==> src/rtl/mem_port_arbiter.sv <==
`timescale 1ns/1ps
`default_nettype none
// ============================================================================
// Module   : mem_port_arbiter
// Summary  : Shares one block-wide memory port between the I-cache refill
//            channel and the D-cache refill/writeback channel, one
//            transaction outstanding, round-robin or data-priority grants.
// Revision : 1.0 - initial release
// ============================================================================
module mem_port_arbiter #(
  parameter int ADDR_W      = 32,
  parameter int BLK_W       = 128,
  parameter int DCACHE_PRIO = 0
) (
  input  logic              clk_i,
  input  logic              rst_i,
  input  logic              flush_i,
  input  logic              ireq_valid_i,
  input  logic [ADDR_W-1:0] ireq_addr_i,
  output logic              ireq_ready_o,
  output logic              ires_valid_o,
  output logic [BLK_W-1:0]  ires_data_o,
  input  logic              dreq_valid_i,
  input  logic [ADDR_W-1:0] dreq_addr_i,
  input  logic              dreq_rw_i,
  input  logic [BLK_W-1:0]  dreq_wdata_i,
  output logic              dreq_ready_o,
  output logic              dres_valid_o,
  output logic [BLK_W-1:0]  dres_data_o,
  output logic              mem_req_valid_o,
  input  logic              mem_req_ready_i,
  output logic [ADDR_W-1:0] mem_req_addr_o,
  output logic              mem_req_rw_o,
  output logic [BLK_W-1:0]  mem_req_wdata_o,
  input  logic              mem_res_valid_i,
  input  logic [BLK_W-1:0]  mem_res_data_i
);

  localparam logic [1:0] c_ST_IDLE  = 2'd0;
  localparam logic [1:0] c_ST_ISSUE = 2'd1;
  localparam logic [1:0] c_ST_WAIT  = 2'd2;

  localparam logic [1:0] c_OWN_NONE = 2'd0;
  localparam logic [1:0] c_OWN_I    = 2'd1;
  localparam logic [1:0] c_OWN_D    = 2'd2;

  localparam logic c_DPRIO = (DCACHE_PRIO != 0);

  logic [1:0]        r_state;
  logic [1:0]        w_next_state;
  logic [1:0]        r_owner;
  logic              r_last_d;
  logic              r_drop;
  logic [ADDR_W-1:0] r_addr;
  logic              r_rw;
  logic [BLK_W-1:0]  r_wdata;

  logic w_idle;
  logic w_i_elig;
  logic w_d_elig;
  logic w_grant_i;
  logic w_grant_d;
  logic w_res_fire;
  logic w_busy_i;

  // Readies are also held low while reset is asserted, even though the
  // state register already reads IDLE then.
  assign w_idle     = (r_state == c_ST_IDLE) && !rst_i;
  assign w_i_elig   = w_idle && ireq_valid_i && !flush_i;
  assign w_d_elig   = w_idle && dreq_valid_i;
  // Data wins when alone, when prioritised, or when the instruction side won last.
  assign w_grant_d  = w_d_elig && (!w_i_elig || c_DPRIO || !r_last_d);
  assign w_grant_i  = w_i_elig && !w_grant_d;
  assign w_res_fire = (r_state == c_ST_WAIT) && mem_res_valid_i;
  assign w_busy_i   = (r_owner == c_OWN_I) &&
                      ((r_state == c_ST_ISSUE) || (r_state == c_ST_WAIT));

  always_ff @(posedge clk_i or posedge rst_i) begin
    if (rst_i) begin
      r_state <= c_ST_IDLE;
    end else begin
      r_state <= w_next_state;
    end
  end

  always_comb begin
    w_next_state = r_state;
    case (r_state)
      c_ST_IDLE:  if (w_grant_i || w_grant_d) w_next_state = c_ST_ISSUE;
      c_ST_ISSUE: if (mem_req_ready_i)        w_next_state = c_ST_WAIT;
      c_ST_WAIT:  if (mem_res_valid_i)        w_next_state = c_ST_IDLE;
      default:                                w_next_state = c_ST_IDLE;
    endcase
  end

  always_comb begin
    ireq_ready_o    = w_grant_i;
    dreq_ready_o    = w_grant_d;
    mem_req_valid_o = (r_state == c_ST_ISSUE);
    // A flush landing on the response cycle kills it even before r_drop is set.
    ires_valid_o    = w_res_fire && (r_owner == c_OWN_I) && !r_drop && !flush_i;
    dres_valid_o    = w_res_fire && (r_owner == c_OWN_D);
    ires_data_o     = mem_res_data_i;
    dres_data_o     = mem_res_data_i;
    mem_req_addr_o  = r_addr;
    mem_req_rw_o    = r_rw;
    mem_req_wdata_o = r_wdata;
  end

  always_ff @(posedge clk_i or posedge rst_i) begin
    if (rst_i) begin
      r_owner  <= c_OWN_NONE;
      r_last_d <= 1'b1;
      r_drop   <= 1'b0;
      r_addr   <= '0;
      r_rw     <= 1'b0;
      r_wdata  <= '0;
    end else begin
      if (w_grant_d) begin
        r_addr   <= dreq_addr_i;
        r_rw     <= dreq_rw_i;
        r_wdata  <= dreq_wdata_i;
        r_owner  <= c_OWN_D;
        r_last_d <= 1'b1;
      end else if (w_grant_i) begin
        r_addr   <= ireq_addr_i;
        r_rw     <= 1'b0;
        r_wdata  <= '0;
        r_owner  <= c_OWN_I;
        r_last_d <= 1'b0;
      end
      if (w_busy_i && flush_i) begin
        r_drop <= 1'b1;
      end
      if (w_res_fire) begin
        r_drop  <= 1'b0;
        r_owner <= c_OWN_NONE;
      end
    end
  end

endmodule
`default_nettype wire

==> config.mk <==
export PLATFORM = sky130hd
export DESIGN_NAME = mem_port_arbiter
export DESIGN_NICKNAME = d
export VERILOG_FILES = /design/src/rtl/mem_port_arbiter.sv
export SDC_FILE = /design/constraint.sdc
export NUM_CORES = 1
export LEC_CHECK = 0
export CAP_MARGIN = 20
export CORE_AREA = 4 4 288 290
export CTS_CLUSTER_SIZE = 12
export DETAILED_ROUTE_END_ITERATION = 10
export DIE_AREA = 0 0 292 294
export GPL_TIMING_DRIVEN = 0
export SYNTH_ARGS = -nofsm -noshare
export SYNTH_HDL_FRONTEND = slang
export SYNTH_SLANG_ARGS = --single-unit
==> constraint.sdc <==
create_clock -name clk_i -period 6.19 [get_ports clk_i]
set_input_delay 1.238 -clock clk_i [delete_from_list [all_inputs] [get_ports clk_i]]
set_output_delay 1.238 -clock clk_i [all_outputs]
set_load 0.01 [all_outputs]
==> results.txt, run 1 <==
The flow ran to the end, and the final reports show no timing, DRC or antenna violations. The logs give 80300 um2 for the core outline area and 723 for the count of mapped cells out of synthesis. The number of cells traversed by the worst register-to-register path was 8; the shortest period the worst path allows was 4880 ps.

The logs give 5 for the number of antenna violations at the first check in global routing and 7664 for the total number of vias. Counting every sink on the clock net gives 167. The critical path goes through clkdlybuf4s50_1 -> nand3b_1 -> a21oi_4 -> buf_4 -> buf_4 -> clkdlybuf4s50_1. The congestion estimate from routability-driven global placement came to 0.867. The number of buffers added on ports was 621; the portion of total power attributed to combinational logic was 46.6%. The tools report the switching power total as 2.05 mW. Cells fill 20.6% of the core in the end. Derived from the worst setup path, the maximum achievable clock frequency is 205 MHz.

Of the total power, the share spent switching nets is 34.2%. The total count of max-transition violations in the final report was 0. The number of inserted filler cells in the final layout is 8827.

At the end of the flow, the number of nets in the layout was 1696. After clock tree synthesis, the clock-pin slew on the worst setup and hold paths is 70 ps. The run gives 20.1% as the relative contribution of the clock network to total power. Hold-fix buffer count after cts: 0. Number of library cell types mapped by synthesis: 27. Power spread over the standard cell area amounts to 362 nW/um2. STA classifies the critical path startpoint as an input port. For this configuration, the core starts out at a cell density of 10.4%. The max-capacitance violation count is 0, and the worst-case headroom to the max-slew limit is 50.4%.

The number of buffers and inverters on the critical path is 4. The via count of the first global-routing pass is 8373, and the global-route wire length before repair is 57600 um. The fraction of registers with async set/reset was 100%.

The tools report the fraction of power consumed by sequential logic as 33.4%. The estimated wirelength of the detail-placed design is 34300 um. For this run the aggregate overflow at the end of global routing stands at 0. The number of top-level design ports is 750, and the worst clock skew is 15.7 ps. Cell internal power was estimated by the tool at 3.93 mW. The share of final-layout standard cells stronger than drive strength 1 came out at 24.1%. The via-per-instance ratio is 3.14. The number of failing setup endpoints in the final timing report was 0; the slew at the pin with the worst max-slew slack was 744 ps.

For the overall fraction of global-route tracks in use, the log shows 9.25%. For this design, the slowest cell found on the critical path is sky130_fd_sc_hd__clkdlybuf4s50_1. Entering global routing, the biggest net connects 113 pins. Dividing the detail-routed wire length by the instance count gives 17.1 um. The width of the chip is 292 um, and the total of flip-flops plus latches after synthesis is 167.

The area growth from synthesis to layout is 98.7%. The cell at the root of the clock tree is sky130_fd_sc_hd__clkbuf_16. By startpoint and endpoint, the worst setup path is classified as in2out. The floorplan die area is 85800 um2.

Summed over all layers, the routed wires come to 41700 um. Yosys printed 0 warnings. For the row count, the log shows 104. In this run, CTS created clock tree buffers numbering 17. The number of stages on the worst setup path came out at 6. The first detailed-routing pass took 4 iterations. The tools report the final-report hold violation count as 0.

Buffers added to address setup during post-CTS repair amount to 0. The tools report the arrival time at the worst endpoint as 3640 ps. In this run the worst hold path is classified as reg2reg.

IR analysis of the VDD net gives a maximum drop of 0.220 mV. TritonCTS built the clock tree. After clock tree synthesis, the repair step resized 0 gates.

The kind of cell with the highest combined delay along the critical path is buffers and inverters. The average size of a mapped cell was 11.5 um2. The post-detailed-route count of antenna-violating nets is 0.

Along the worst path, the maximum fanout reaches 10. Summed over all failing endpoints, the final setup total negative slack is 0 ps. The netlist area before placement was 8310 um2.

For this run, design rule violations remaining after detail routing come to 0. The critical path's largest stage delay was 550 ps; the clock latency on the worst-skew pair was 470 ps. The worst setup path is captured at a primary output. Counting flops with a built-in enable in the synthesized netlist gives 0. The floorplan step set the die height to 294 um. The number of buffers on the longest clock path was 2. The tools report the leakage power figure as 7.27 nW.

The main flop type after synthesis was sky130_fd_sc_hd__dfrtp_1. The worst path required time is 4950 ps. Setup repair after global routing left no endpoint under its margin.

The tools report the post-synthesis sequential area ratio as 50.3%. For the initial detailed-routing violation count, the log shows 192. The hold-critical path depth is 1, and the part of the cycle the worst path needs is 78.8%. The maximum level of the CTS H-tree is 4, and the number of nets in the synthesized netlist is 1055.
-- metal layers --
metal / vias to the layer above / part of all wire, % / track usage, %
met2: 494 / 53 / 17.3
met5: - / 0 / 0
li1: 3537 / - / -
met1: 3598 / 34 / 8.91
met3: 35 / 9.5 / 3.66
met4: 0 / 3.5 / 4.28
-- cells in the mapped netlist, drive strengths merged, types with 2 or more instances --
| master | instances | area, um2 |
|---|---|---|
| mux2 | 2 | 22.5 |
| ha | 4 | 50.1 |
| o21ai | 36 | 184 |
| clkbuf | 2 | 7.51 |
| buf | 293 | 2140 |
| a22o | 129 | 1130 |
| inv | 5 | 18.8 |
| nand2 | 37 | 146 |
| mux2i | 32 | 320 |
| nor2 | 4 | 15.0 |
| dfrtp | 166 | 4150 |
| a21oi | 3 | 26.3 |
-- registers in the layout, summed over array words and instances (netlist names) --
register and cells:
r_state 2, r_drop 1, r_owner 2, r_last_d 1
mem_req_rw_o 1, mem_req_wdata_o 128, mem_req_addr_o 32
-- per-stage QoR --
stage / instances / total power [mW] / setup WS, ps / hold WS (ps) / instance area, um2
final: 2442 / 5.98 / 1310 / 500 / 16500
after detailed placement: 2405 / 4.82 / 1090 / 480 / 15900
after floorplan: 723 / 3.05 / 435 / 465 / 8310
after global routing: 2441 / 6.37 / 1080 / 517 / 16500
after global placement: 2404 / 4.83 / -2620 / 476 / 15900
after CTS: 2437 / 6.14 / 1090 / 502 / 16500
-- cell type report --
class,count,area [um2],area share [%]
diodes,5,12.5,0.0757
plain buffers,295,2150,13.0
clock buffers,18,429,2.60
clock inverters,14,185,1.12
inverters,5,26.3,0.159
multi-input cells,256,1960,11.9
flip-flops and latches,167,4180,25.3
well taps,1060,1330,8.03
repair buffers,622,6240,37.8
-- power groups by stage --
stage / sequential (mW) / clock, mW / combinational, mW
2_1_floorplan: 2.19 / 0 / 0.866
3_3_place_gp: 2.00 / 0 / 2.82
3_5_place_dp: 1.99 / 0 / 2.84
4_1_cts: 2.00 / 1.30 / 2.84
5_1_grt: 2.07 / 1.32 / 2.98
6_report: 2.00 / 1.20 / 2.79
-- worst paths after layout --
check / startpoint / slack, ps / end
worst max-delay path: rst_i / 1310 / dreq_ready_o
max in group asynchronous: rst_i / 3920 / mem_req_wdata_o[81]
worst max register to register: r_state[0] / 3790 / mem_req_addr_o[31]
worst min-delay path: mem_req_wdata_o[63] / 500 / mem_req_wdata_o[63]
worst min register to register: mem_req_wdata_o[63] / 500 / mem_req_wdata_o[63]
min in group asynchronous: rst_i / 1250 / r_state[1]
-- kinds of logic (layout without fill, tap and decap cells) --
family / after synthesis / in the layout / synth area share, %
buffers and inverters: 300 / 954 / 26.1
AOI/OAI and AO/OA: 170 / 170 / 16.4
DFF: 167 / 167 / 50.3
and+or+nand+nor: 48 / 48 / 2.51
muxes: 34 / 34 / 4.12
adders and majority gates: 4 / 4 / 0.602
other: 0 / 5 / 0
-- worst register-to-register path: stages, from the launching register on --
cell and delay, ps:
sky130_fd_sc_hd__dfrtp_1 400, sky130_fd_sc_hd__inv_1 110, sky130_fd_sc_hd__ha_1 230, sky130_fd_sc_hd__nand3b_1 180, sky130_fd_sc_hd__a21oi_4 510, sky130_fd_sc_hd__buf_4 300, sky130_fd_sc_hd__buf_2 330, sky130_fd_sc_hd__nand2_1 160
sky130_fd_sc_hd__o21ai_0 100
-- layout by cell type, fill, tap and decap left out, types with 2 or more instances in the layout --
master	Yosys	final
sky130_fd_sc_hd__clkdlybuf4s50_1	0	621
sky130_fd_sc_hd__buf_4	271	271
sky130_fd_sc_hd__dfrtp_1	166	166
sky130_fd_sc_hd__a22o_1	129	129
sky130_fd_sc_hd__nand2_1	36	36
sky130_fd_sc_hd__o21ai_0	35	35
sky130_fd_sc_hd__mux2i_1	32	32
sky130_fd_sc_hd__buf_2	21	21
sky130_fd_sc_hd__clkbuf_16	0	17
sky130_fd_sc_hd__inv_8	0	6
sky130_fd_sc_hd__diode_2	0	5
sky130_fd_sc_hd__inv_1	5	4
sky130_fd_sc_hd__nor2_1	4	4
sky130_fd_sc_hd__ha_1	4	4
sky130_fd_sc_hd__clkbuf_1	2	3
sky130_fd_sc_hd__clkinvlp_4	0	3
sky130_fd_sc_hd__a21oi_1	2	2
sky130_fd_sc_hd__mux2_2	2	2
sky130_fd_sc_hd__bufinv_16	0	2
sky130_fd_sc_hd__clkinv_8	0	2
(Power assumes the default switching activity.)
==> inputs of run 2 (changes only) <==
==> constraint.sdc (replaced) <==
create_clock -name clk_i -period 4.5 [get_ports clk_i]
set_input_delay 0.9 -clock clk_i [delete_from_list [all_inputs] [get_ports clk_i]]
set_output_delay 0.9 -clock clk_i [all_outputs]
set_load 0.01 [all_outputs]
==> run 2 against run 1 <==
Via count rose by 0.55%. Sequential power rose by 37%. Combinational power rose by 38%. Die area did not move. Clock skew rose by 1.5 ps. Power rose by 37%. First-iteration DRC count fell by 24%. Non-clock buffer count rose by 4. Clock power rose by 34%. Critical path type unchanged.
==> results.txt, run 2 (synthesized netlist as in run 1, its figures left out) <==
The flow ran to the end, and the final reports show no timing, DRC or antenna violations. The upper clock frequency limit is 263 MHz. Setup repair after global routing left no endpoint under its margin. The tools report the placed instance count as 2408 (was 2405). The total count of max-transition violations in the final report is 0 (unchanged). TritonCTS built the clock tree.

The tools report the critical path endpoint category as a primary output (unchanged). The critical path's largest stage delay is 560 ps (was 550 ps), and the overall fraction of global-route tracks in use is 9.34% (was 9.25%). The number of flip-flops under the largest register name was 128 (unchanged). The worst vdd rail ir drop is 0.294 mV (was 0.220 mV), and the shortest period the worst path allows is 3800 ps. Worst setup path category: in2out (unchanged). The category of cells accounting for the largest share of critical-path delay is buffers and inverters (unchanged). The arrival time at the worst endpoint was 2900 ps (was 3640 ps); the worst clock skew was 17.2 ps (was 15.7 ps). The class of the worst hold path was reg2reg (unchanged).

The slew at the pin with the worst max-slew slack is 835 ps (was 744 ps), and the internal power consumption is 5.36 mW (was 3.93 mW). Via-per-instance ratio: 3.15 (was 3.14). Dividing the final minimum period by the clock period gives 84.5%. The logs give 0 (unchanged) for the total congestion overflow after global routing and 0 ps (unchanged) for the final sum of negative setup slack. The final-report hold violation count was 0 (unchanged); the areal power density over the cells was 496 nW/um2 (was 362 nW/um2). The width of the chip is 292 um (unchanged). The maximum level of the CTS H-tree is 4 (unchanged), and the number of failing setup endpoints in the final timing report is 0 (unchanged). The logs give 15900 um2 (about the same) for the placed cell area and 8340 (was 8373) for the via count of the first global-routing pass.

The switching power total is 2.85 mW (was 2.05 mW). The worst path required time came out at 3600 ps (was 4950 ps). The starting density of the core is 10.4% (unchanged). The logs give 17 (unchanged) for the number of buffers created by CTS and 750 (unchanged) for the number of top-level design ports. The clock edge transition at the registers on the reported setup and hold paths works out to 70 ps (about the same). The row count came out at 104 (unchanged). Switching share of total power: 34.7% (was 34.2%). The tools report the floorplan die area as 85800 um2 (unchanged).

The core occupancy in the finished layout was 20.6% (about the same). The number of buffers added on ports was 621 (unchanged). The worst-case headroom to the max-slew limit is 44.2% (was 50.4%).

The number of antenna violations at the first check in global routing was 8 (was 5). The post-detailed-route count of antenna-violating nets is 0 (unchanged). The startpoint type of the worst setup path was an input port (unchanged).

The run gives -30.7 ps (was 1090 ps) as the pre-CTS setup slack. The final worst hold slack is 501 ps (was 500 ps). The peak fanout along the critical path is 10 (unchanged), and the estimated wirelength of the detail-placed design is 35100 um (was 34300 um). The buffering stage count on the worst path with inverters included is 4 (unchanged). The overall power consumption is 8.21 mW (was 5.98 mW), and the initial detailed-routing violation count is 146 (was 192). The routability congestion estimate from global placement came out at 0.851 (was 0.867).

For the routed wire length, the log shows 42000 um (was 41700 um). CTS sink count: 167 (unchanged). Clock latency on the worst-skew pair: 470 ps (about the same). The number of nets in the final layout was 1700 (was 1696). The logs give 38 (was 113) for the largest net degree at the start of global routing and 2447 (was 2442) for the number of non-filler instances in the completed layout. Leakage power figure: 7.28 nW (was 7.27 nW). The portion of total power attributed to combinational logic is 47.0% (was 46.6%). The leading cell type in the layout, fill and taps excluded is sky130_fd_sc_hd__clkdlybuf4s50_1 (unchanged).

The tools report the cell at the root of the clock tree as sky130_fd_sc_hd__clkbuf_16 (unchanged). The run gives 4 (unchanged) as the count of TritonRoute iterations in the first routing pass. The run gives 58200 um (was 57600 um) as the global-route wire length before repair. The max-capacitance violation count was 0 (unchanged); the final worst setup slack was 700 ps (was 1310 ps). The number of design rule violations left after detail routing was 0 (unchanged); the height of the die was 294 um (unchanged). The total non-filler cell area in the finished layout was 16600 um2 (was 16500 um2). The layout overhead on the synthesized area is 99.1% (was 98.7%). Cell with the biggest individual delay on the critical path: sky130_fd_sc_hd__clkdlybuf4s50_1 (unchanged).

The number of resized instances in the post-cts repair step was 0 (unchanged). Ordered cell list for the critical path: clkdlybuf4s50_1 -> nand3b_1 -> a21oi_4 -> buf_4 -> buf_4 -> clkdlybuf4s50_1 (unchanged). Leading cell types in the layout, fill and taps excluded: sky130_fd_sc_hd__clkdlybuf4s50_1 (621), sky130_fd_sc_hd__buf_4 (272), sky130_fd_sc_hd__dfrtp_1 (166) (was sky130_fd_sc_hd__clkdlybuf4s50_1 (621), sky130_fd_sc_hd__buf_4 (271), sky130_fd_sc_hd__dfrtp_1 (166)).

The tools report the relative contribution of the clock network to total power as 19.6% (was 20.1%). The share of final-layout standard cells stronger than drive strength 1 came out at 24.3% (was 24.1%). The average detailed-routed wire length per instance is 17.2 um (was 17.1 um). The total number of vias is 7706 (was 7664). The fraction of power consumed by sequential logic is 33.4% (about the same), and the core outline area is 80300 um2 (unchanged). The number of inserted filler cells in the final layout came out at 8810 (was 8827). Number of buffers on the longest clock path: 2 (unchanged).
-- run 2: cell types whose count changed in the layout (fill, tap and decap cells not counted) --
cell | previous run | this run
sky130_fd_sc_hd__buf_12 | 0 | 4
sky130_fd_sc_hd__buf_16 | 1 | 0
sky130_fd_sc_hd__buf_4 | 271 | 272
sky130_fd_sc_hd__bufinv_16 | 2 | 1
sky130_fd_sc_hd__clkinv_4 | 0 | 1
sky130_fd_sc_hd__clkinvlp_4 | 3 | 4
sky130_fd_sc_hd__diode_2 | 5 | 6
sky130_fd_sc_hd__inv_8 | 6 | 5
-- run 2: final cells by class --
| cell class | instances | area [um2] | share of cell area (%) |
|---|---|---|---|
| flip-flops and latches | 167 | 4180 | 25.2 |
| diodes | 6 | 15.0 | 0.0907 |
| plain buffers | 295 | 2150 | 13.0 |
| multi-input cells | 256 | 1960 | 11.9 |
| inverters | 5 | 22.5 | 0.136 |
| clock inverters | 14 | 164 | 0.990 |
| clock buffers | 18 | 429 | 2.59 |
| well taps | 1060 | 1330 | 8.01 |
| repair buffers | 626 | 6300 | 38.1 |
-- run 2: final timing paths --
kind / cells after the start / startpoint / to / slack (ps)
max: 6 / rst_i / dreq_ready_o / 700
min: 1 / mem_req_wdata_o[55] / mem_req_wdata_o[55] / 500
max reg2reg: 8 / r_state[1] / mem_req_addr_o[3] / 2300
min reg2reg: 1 / mem_req_wdata_o[55] / mem_req_wdata_o[55] / 500
max in group asynchronous: 4 / rst_i / mem_req_wdata_o[0] / 2410
min in group asynchronous: 2 / rst_i / mem_req_wdata_o[37] / 1100
-- run 2: repair_timing --
item                                    in CTS  in global routing
endpoints found under the hold margin        0                  0
endpoints found under the setup margin       2                  0
hold buffers                                 0                  0
buffers inserted                             1                  0
-- run 2: power groups by stage --
stage,Combinational [mW],Clock (mW),Sequential [mW]
2_1_floorplan,1.19,0,3.01
5_1_grt,4.14,1.76,2.83
3_3_place_gp,3.91,0,2.75
6_report,3.86,1.61,2.74
4_1_cts,3.94,1.72,2.74
3_5_place_dp,3.95,0,2.72
-- run 2: metal layers --
metal	up-vias	part of all wire [%]	track usage [%]
met4	6	4.1	4.17
met5	-	0.098	0
met1	3615	34	9.18
met3	56	11	4.26
met2	496	51	16.8
li1	3533	-	-
